<file path="src/rtl/display_pkg.sv">
// rtl/display_pkg.sv - shared BCD display constants and digit-scan helpers
package display_pkg;

  localparam int DIGIT_W = 4;
  localparam logic [DIGIT_W-1:0] BCD_MAX_DIGIT = 4'd9;
  localparam int MAX_DIGITS = 8;

  // True when the lowest n digits of value are all 9.
  function automatic logic bcd_all9(input logic [DIGIT_W*MAX_DIGITS-1:0] value, input int n);
    logic res;
    res = 1'b1;
    for (int i = 0; i < MAX_DIGITS; i++) begin
      if (i < n && value[DIGIT_W*i +: DIGIT_W] != BCD_MAX_DIGIT) res = 1'b0;
    end
    return res;
  endfunction

  // True when the lowest n digits of value are all 0.
  function automatic logic bcd_all0(input logic [DIGIT_W*MAX_DIGITS-1:0] value, input int n);
    logic res;
    res = 1'b1;
    for (int i = 0; i < MAX_DIGITS; i++) begin
      if (i < n && value[DIGIT_W*i +: DIGIT_W] != '0) res = 1'b0;
    end
    return res;
  endfunction

endpackage

</file>
<file path="src/rtl/bcd_press_counter_if.sv">
// rtl/bcd_press_counter_if.sv - pulse requests in, BCD value and strobes out
interface bcd_press_counter_if #(
  parameter int NUM_DIGITS = 4
);
  logic                      inc_pulse;
  logic                      dec_pulse;
  logic                      clr_pulse;
  logic [4*NUM_DIGITS-1:0]   bcd_value;
  logic                      value_upd;
  logic                      wrap_up;
  logic                      wrap_dn;

  modport master (
    output inc_pulse, dec_pulse, clr_pulse,
    input  bcd_value, value_upd, wrap_up, wrap_dn
  );

  modport slave (
    input  inc_pulse, dec_pulse, clr_pulse,
    output bcd_value, value_upd, wrap_up, wrap_dn
  );
endinterface

</file>
<file path="src/rtl/bcd_press_counter_digit.sv">
// rtl/bcd_press_counter_digit.sv - one BCD digit register with carry/borrow chain
module bcd_digit
  import display_pkg::*;
(
  input  logic               clk,
  input  logic               rst_n,
  input  logic               clr_en,
  input  logic               inc_en,
  input  logic               dec_en,
  input  logic               carry_in,
  input  logic               borrow_in,
  output logic [DIGIT_W-1:0] digit,
  output logic               carry_out,
  output logic               borrow_out
);

  logic [DIGIT_W-1:0] digit_q, digit_d;

  // Next digit: clear, or step when every lower digit rolls over.
  always_comb begin
    digit_d = digit_q;
    if (clr_en) begin
      digit_d = '0;
    end else if (inc_en && carry_in) begin
      // >= keeps an illegal digit deterministic by folding it to 0
      digit_d = (digit_q >= BCD_MAX_DIGIT) ? '0 : digit_q + 4'd1;
    end else if (dec_en && borrow_in) begin
      digit_d = (digit_q == '0) ? BCD_MAX_DIGIT : digit_q - 4'd1;
    end
  end

  // Digit storage.
  always_ff @(posedge clk) begin
    if (!rst_n) digit_q <= '0;
    else        digit_q <= digit_d;
  end

  assign digit      = digit_q;
  assign carry_out  = carry_in && (digit_q == BCD_MAX_DIGIT);
  assign borrow_out = borrow_in && (digit_q == '0);

endmodule

</file>
<file path="src/rtl/bcd_press_counter.sv">
// rtl/bcd_press_counter.sv - BCD up/down press counter with wrap or saturate ends
module bcd_press_counter
  import display_pkg::*;
#(
  parameter int NUM_DIGITS = 4,
  parameter bit WRAP_EN    = 1'b1
) (
  input  logic                 clk,
  input  logic                 rst_n,
  bcd_press_counter_if.slave   bus
);

  localparam int VW = DIGIT_W * NUM_DIGITS;

  logic [VW-1:0]                  value;
  logic [DIGIT_W*MAX_DIGITS-1:0]  value_ext;
  logic [NUM_DIGITS:0]            carry;
  logic [NUM_DIGITS:0]            borrow;
  logic at_max, at_min, do_inc, do_dec, clr_req;
  logic upd_q, upd_d, wup_q, wup_d, wdn_q, wdn_d;

  assign carry[0]  = 1'b1;
  assign borrow[0] = 1'b1;

  // Priority decode: clear wins, inc+dec cancel, saturation blocks the step.
  always_comb begin
    value_ext = '0;
    value_ext[VW-1:0] = value;
    at_max  = bcd_all9(value_ext, NUM_DIGITS);
    at_min  = bcd_all0(value_ext, NUM_DIGITS);
    clr_req = bus.clr_pulse;
    do_inc  = !clr_req && bus.inc_pulse && !bus.dec_pulse && (WRAP_EN || !at_max);
    do_dec  = !clr_req && bus.dec_pulse && !bus.inc_pulse && (WRAP_EN || !at_min);
    upd_d   = (clr_req && !at_min) || do_inc || do_dec;
    // a carry out of the top digit is exactly the max->0 wrap
    wup_d   = do_inc && carry[NUM_DIGITS];
    wdn_d   = do_dec && borrow[NUM_DIGITS];
  end

  genvar g;
  generate
    for (g = 0; g < NUM_DIGITS; g++) begin : g_digit
      bcd_digit u_digit (
        .clk        (clk),
        .rst_n      (rst_n),
        .clr_en     (clr_req),
        .inc_en     (do_inc),
        .dec_en     (do_dec),
        .carry_in   (carry[g]),
        .borrow_in  (borrow[g]),
        .digit      (value[DIGIT_W*g +: DIGIT_W]),
        .carry_out  (carry[g+1]),
        .borrow_out (borrow[g+1])
      );
    end
  endgenerate

  // One-cycle change and wrap strobes, aligned with the new value.
  always_ff @(posedge clk) begin
    if (!rst_n) begin
      upd_q <= 1'b0;
      wup_q <= 1'b0;
      wdn_q <= 1'b0;
    end else begin
      upd_q <= upd_d;
      wup_q <= wup_d;
      wdn_q <= wdn_d;
    end
  end

  assign bus.bcd_value = value;
  assign bus.value_upd = upd_q;
  assign bus.wrap_up   = wup_q;
  assign bus.wrap_dn   = wdn_q;

endmodule

</file>
<file path="src/flat_wrapper.sv">
// flat-port wrapper written by rule: the top's interface ports become plain ports
module bcd_press_counter_flat import display_pkg::*;
#(
  parameter int NUM_DIGITS = 4,
  parameter bit WRAP_EN    = 1'b1
)
  (clk, rst_n, bus_inc_pulse, bus_dec_pulse, bus_clr_pulse, bus_bcd_value, bus_value_upd, bus_wrap_up, bus_wrap_dn);
  bcd_press_counter_if #(.NUM_DIGITS(NUM_DIGITS)) bus_i ();
  input  logic clk;
  input  logic rst_n;
  input wire logic [$bits(bus_i.inc_pulse)-1:0] bus_inc_pulse;
  input wire logic [$bits(bus_i.dec_pulse)-1:0] bus_dec_pulse;
  input wire logic [$bits(bus_i.clr_pulse)-1:0] bus_clr_pulse;
  output wire logic [$bits(bus_i.bcd_value)-1:0] bus_bcd_value;
  output wire logic [$bits(bus_i.value_upd)-1:0] bus_value_upd;
  output wire logic [$bits(bus_i.wrap_up)-1:0] bus_wrap_up;
  output wire logic [$bits(bus_i.wrap_dn)-1:0] bus_wrap_dn;
  assign bus_i.inc_pulse = bus_inc_pulse;
  assign bus_i.dec_pulse = bus_dec_pulse;
  assign bus_i.clr_pulse = bus_clr_pulse;
  assign bus_bcd_value = bus_i.bcd_value;
  assign bus_value_upd = bus_i.value_upd;
  assign bus_wrap_up = bus_i.wrap_up;
  assign bus_wrap_dn = bus_i.wrap_dn;
  bcd_press_counter #(.NUM_DIGITS(NUM_DIGITS), .WRAP_EN(WRAP_EN)) u_core (.clk(clk), .rst_n(rst_n), .bus(bus_i));
endmodule
</file>
<file path="config.mk">
export PLATFORM = sky130hd
export DESIGN_NAME = bcd_press_counter_flat
export DESIGN_NICKNAME = d
export VERILOG_FILES = /design/src/rtl/display_pkg.sv /design/src/rtl/bcd_press_counter_if.sv /design/src/rtl/bcd_press_counter_digit.sv /design/src/rtl/bcd_press_counter.sv /design/src/flat_wrapper.sv
export SDC_FILE = /design/constraint.sdc
export NUM_CORES = 1
export LEC_CHECK = 0
export ABC_AREA = 1
export CORE_ASPECT_RATIO = 0.5
export CORE_MARGIN = 2
export CORE_UTILIZATION = 31
export DETAILED_ROUTE_END_ITERATION = 6
export PLACE_DENSITY = 0.61
export SYNTH_ARGS = -nofsm -noshare
export SYNTH_HDL_FRONTEND = slang
export SYNTH_HIERARCHICAL = 1
export SYNTH_SLANG_ARGS = --single-unit
</file>
<file path="constraint.sdc">
create_clock -name clk -period 6.7 [get_ports clk]
set_clock_uncertainty 0.1 [all_clocks]
set_input_delay 1.005 -clock clk [delete_from_list [all_inputs] [get_ports clk]]
set_output_delay 1.005 -clock clk [all_outputs]
set_load 0.01 [all_outputs]
</file>
Word-level counts from Yosys, hierarchy flattened
Index checks and enable logic that the tools add are counted.
Widths: inputs -> output; s select.

operators by class
  add/subtract/negate cells = 8
  magnitude comparators = 4
  equal/unequal tests = 4
  multiplexer cells = 20
  bitwise operators = 1
  reductions and logical operators = 38

operators by type and width
  cell                 count
  $mux 4               16
  $logic_and 1x1->1    19
  $add 4x1->4 const B  4
  $eq 4x4->1 const B   4
  $ge 4x4->1 const B   4
  $logic_not 4->1      4
  $reduce_bool 4->1    4
  $sub 4x1->4 const B  4
  $reduce_bool 2->1    4
  $logic_not 1->1      4
  $mux 1               4
  $logic_or 1x1->1     2
  $reduce_or 2->1      1
  $not 1->1            1

word-level totals
  bits in registers = 19
  bits of input ports = 5

Longest topological paths before layout
  depth after elaboration = 9
  mapped depth = 14
  depth with buffers taken out = 14

Cells and area by module
The synthesis kept the hierarchy.

by module, submodules not included
  module             times used  cells each  area an instance (µm²)  sequential area each (µm²)
  bcd_digit          4           61          404.1                   80.1
  bcd_press_counter  1           35          188.9                   60.1

Worst setup path before layout
OpenSTA, ideal clock, no wires.

  path kind = reg-to-reg
  from = reg u_core.g_digit[0].u_digit.digit_q[0]
  to = reg u_core.g_digit[3].u_digit.digit_q[1]
  arrival time = 2082 ps
  required time = 6480 ps
  path slack = 4399 ps
  cell stages (with the launch flop) = 12
  clock period less this slack = 2301 ps
  path through = dfxtp_1 -> ha_1 -> nand2_1 -> nor3_1 -> nand2_1 -> nor3_1 -> nand2_1 -> nor3_1 -> nand2_2 -> nand2_1 -> a21boi_0 -> a21oi_1

between the ends
  longest elaborated chain between the ends = 5
  elaborated cells between the ends (all ways) = 10

ends and longest elaborated chain
  element                                      RTL line                       source
  start: declaration                           bcd_press_counter_digit.sv:17  logic [DIGIT_W-1:0] digit_q, digit_d;
  start signal: assignment                     bcd_press_counter_digit.sv:35  else digit_q <= digit_d;
  $eq 4x4->1 (*)                               bcd_press_counter_digit.sv:39  assign carry_out = carry_in && (digit_q == BCD_MAX_DIGIT);
  net u_core.carry[1]                          bcd_press_counter.sv:17        logic [NUM_DIGITS:0] carry;
  $logic_and 1x1->1 (*)                        bcd_press_counter_digit.sv:39
  net u_core.carry[2]                          bcd_press_counter.sv:17
  $logic_and 1x1->1 (*)                        bcd_press_counter_digit.sv:39
  net u_core.carry[3]                          bcd_press_counter.sv:17
  $logic_and 1x1->1 (*)                        bcd_press_counter_digit.sv:24  end else if (inc_en && carry_in) begin
  $mux 4 or $reduce_bool 2->1 (tied branches)  --
  end signal: assignment                       bcd_press_counter_digit.sv:35
  end: declaration                             bcd_press_counter_digit.sv:17

The timed path passes the listed nets; every way through them passes the cells marked *.
A chain may end at the register's enable or synchronous reset.

Final worst setup path
  from = reg u_core.g_digit[1].u_digit.digit_q[2]
  to = out bus_bcd_value[6]

RTL lines
  element                   RTL line                       source
  start: declaration        bcd_press_counter_digit.sv:17
  start signal: assignment  bcd_press_counter_digit.sv:35
  end: declaration          flat_wrapper.sv:14             output wire logic [$bits(bus_i.bcd_value)-1:0] bus_bcd_value;

No word-level cell between the ends.

==> summary.md <==
| Metric | Value |
|---|---|
| Post-synthesis area per instance | `6.47 sq um` |
| Setup violations, final | `0` |
| Data required, critical path | `5.59 ns` |
| Count of warnings emitted by yosys | `6` |
| Clock transition at the registers of the reported paths | `0.06 ns` |
| Count of mapped cells out of synthesis | `279` |
| Total power divided by cell area | `134 mW/mm^2` |
| Max-Cap Viols | `0` |
| Placement Cell Area | `0.00209 sq mm` |
| Num CTS Buffers | `3` |
| Post-Route Hold Slack | `0.569 ns` |
| # hold bufs at CTS | `0` |
| Yosys reg bits | `19` |
| Distinct cell type count of the synthesized netlist | `23` |
| Total wire length after detailed routing | `4140 um` |
| Type of the most critical hold path | `reg2reg` |
| Final period utilization | `39.0%` |
| Count of vias placed by the detailed router | `1788` |
| Max-slew violation count | `0` |
| Remaining antenna violation count after routing | `0` |
| Top cells by instance count after synthesis | `sky130_fd_sc_hd__nand2_1 (54), sky130_fd_sc_hd__inv_1 (42), sky130_fd_sc_hd__nor2_1 (32), sky130_fd_sc_hd__nand3_1 (25), sky130_fd_sc_hd__dfxtp_1 (19)` |
| Final min period | `2.61 ns` |
| Stage delay of the slowest cell on the critical path | `0.63 ns` |
| CP endpoint kind | `output port` |
| Cell row count | `19` |
| Crit path launch type | `register` |
| Proportion of register bits with asynchronous set or reset after synthesis | `0%` |
| Nets | `327` |
| Sum of buffers and inverters on the critical path | `1` |
| Number of antenna violations at the first check in global routing | `0` |
| Maximum clock rate | `383 MHz` |
| Critical Path Fanout Max | `10` |
| Die span in y | `58.0 um` |
| DR WL/cell | `10.9 um` |
| Type of the worst setup path | `reg2out` |
| Cell chosen for the clock root | `sky130_fd_sc_hd__clkbuf_16` |
| Final core utilization | `39.3%` |
| H-tree Lvls | `1` |
| 1st-iter DRT viols | `72` |
| Estimated wirelength of the detail-placed design | `3180 um` |
| Total power of the final layout | `0.291 mW` |
| Sequential fraction of the synthesis area | `21.1%` |
| Result of the run | `complete, no violations` |
| Sequential cell area | `380 sq um` |
| Cell types with the largest area share after synthesis | `sky130_fd_sc_hd__dfxtp_1 (21%), sky130_fd_sc_hd__nand2_1 (11%), sky130_fd_sc_hd__ha_1 (11%)` |
| Endpoint arrival time on the critical path | `1.51 ns` |
| Max VDD drop | `0.0693 mV` |
| Area enclosed by the die boundary | `0.00649 sq mm` |
| CTS tree | `done` |
| Effective utilization at floorplan | `32.6%` |
| Family with the most delay on the worst path | `buffers and inverters` |
| Final global-route overflow total | `0` |
| Placeable Area | `0.00554 sq mm` |
| Post-route cell area | `0.00218 sq mm` |
| Cell type with the highest aggregate area in the netlist | `sky130_fd_sc_hd__dfxtp_1` |
| Slowest cell on the critical path | `sky130_fd_sc_hd__clkdlybuf4s50_1` |
| Area of the mapped netlist | `0.00181 sq mm` |
| Global placement routability congestion | `0.911` |
| EDFF count, synth | `0` |
| Maximum buffer depth of the clock tree | `2` |
| Most common cell in the netlist | `sky130_fd_sc_hd__nand2_1` |
| Buffers inserted by post-CTS timing repair | `0` |
| Port Buf Inserts | `23` |
| Area occupied by multi-input gates | `0.00118 sq mm` |
| DRT Pass-1 Iters | `6` |
| Predominant post-synthesis flop cell | `sky130_fd_sc_hd__dfxtp_1` |
| Worst Setup SP | `u_core/g_digit[1].u_digit/digit[2]` |
| Post-synthesis to final-layout area growth | `20.5%` |
| Latest clock arrival within the worst-skew pair | `0.26 ns` |
| Setup repair after global routing missed its margin | `no` |
| Global-route wire length before repair | `7150 um` |
| Final-report hold violation count | `0` |
| Hold Crit Start | `u_core/g_digit[1].u_digit/digit[1]` |
| Post-DR vias/cell | `4.73` |
| Cts repair resizes | `0` |
| Ratio of cells with drive above 1 in the final layout | `11.1%` |
| Vias in the first global route | `1664` |
| Worst flop-to-flop path startpoint | `u_core/g_digit[0].u_digit/digit[0]` |
| Number of antenna diodes | `0` |
| DRC violation count after routing | `0` |
| Global-route total usage across every layer | `13.3%` |
| Maximum number of pins on one net before global-route repair | `13` |
| Area share of the largest cell type after synthesis | `21.1%` |
| Number of sinks on the clock net | `19` |
| Io pins | `24` |
| Leakage | `1.13 nW` |
| Crit-path cells | `clkdlybuf4s50_1` |
| Layout filler cell count | `592` |
| Summed negative setup slack over all endpoints | `0 ns` |
| Chip Width | `112 um` |
[cell type report]
cell class | instances | share of cell area, %
Clock buffer | 3 | 3.45
Clock inverter | 1 | 0.345
Multi-Input combinational cell | 209 | 54.4
Tap cell | 73 | 4.20
Inverter | 50 | 9.55
Sequential cell | 19 | 17.5
Timing Repair Buffer | 23 | 10.6
[layout by cell type (no fill, tap or decap), types with 3 or more instances in the layout]
cell,synthesis,final
sky130_fd_sc_hd__nand2_1,54,54
sky130_fd_sc_hd__inv_1,42,42
sky130_fd_sc_hd__nor2_1,32,32
sky130_fd_sc_hd__nand3_1,25,25
sky130_fd_sc_hd__clkdlybuf4s50_1,0,23
sky130_fd_sc_hd__dfxtp_1,19,19
sky130_fd_sc_hd__o21ai_0,16,16
sky130_fd_sc_hd__ha_1,16,16
sky130_fd_sc_hd__a21oi_1,12,12
sky130_fd_sc_hd__nand3_2,8,8
sky130_fd_sc_hd__xor2_1,8,8
sky130_fd_sc_hd__a21oi_2,5,5
sky130_fd_sc_hd__inv_2,4,4
sky130_fd_sc_hd__conb_1,1,4
sky130_fd_sc_hd__nor3_1,4,4
sky130_fd_sc_hd__inv_6,4,4
sky130_fd_sc_hd__nand2_2,4,4
sky130_fd_sc_hd__o21ai_2,4,4
sky130_fd_sc_hd__o21ai_1,4,4
sky130_fd_sc_hd__a31oi_1,4,4
sky130_fd_sc_hd__nand4_1,4,4
sky130_fd_sc_hd__a21boi_0,4,4
sky130_fd_sc_hd__clkbuf_16,0,3
[logic make-up after synthesis]
logic type      Yosys count  synth area share [%]
compound gates           49                  16.3
buf+inv                  54                  14.0
other cells               1                 0.208
flops                    19                  21.1
fa+ha+maj                16                  11.1
simple gates            132                  33.5
xor+xnor                  8                  3.88
[routing by layer]
| metal | part of all wire [%] | track usage (%) |
|---|---|---|
| met4 | 0.99 | 3.88 |
| met2 | 45 | 22.8 |
| met1 | 50 | 17.4 |
| met3 | 4.0 | 2.41 |
| met5 | 0 | 0 |
[power by group]
group | switching [mW] | total [mW] | leakage (nW) | internal (mW)
Sequential | 0.00473 | 0.120 | 0.154 | 0.115
Clock | 0.0493 | 0.130 | 0.0371 | 0.0809
Combinational | 0.0235 | 0.0409 | 0.935 | 0.0174
Total | 0.0775 | 0.291 | 1.13 | 0.214
[state kept, by name, summed over array words and instances, names as in the netlist]
| name | count |
|---|---|
| u_core/g_digit.u_digit/digit | 16 |
| u_core/bus.value_upd | 1 |
| u_core/bus.wrap_dn | 1 |
| u_core/bus.wrap_up | 1 |
[stage by stage]
stage | instances | worst slack (ns)
after floorplan | 282 | 4.40
after global placement | 374 | 3.93
after detailed placement | 374 | 3.91
after CTS | 378 | 4.07
after global routing | 378 | 3.86
final | 378 | 4.09
[path summary, 6_finish.rpt]
check | to | slack (ns) | cells after the start
setup reg to reg | u_core/g_digit[3].u_digit/digit[1] | 4.13 | 11
hold reg to reg | u_core/g_digit[1].u_digit/digit[1] | 0.57 | 2
setup / recovery | bus_bcd_value[6] | 4.09 | 1
hold / removal | u_core/g_digit[1].u_digit/digit[1] | 0.57 | 2
Power figures use the tool's default switching activity.
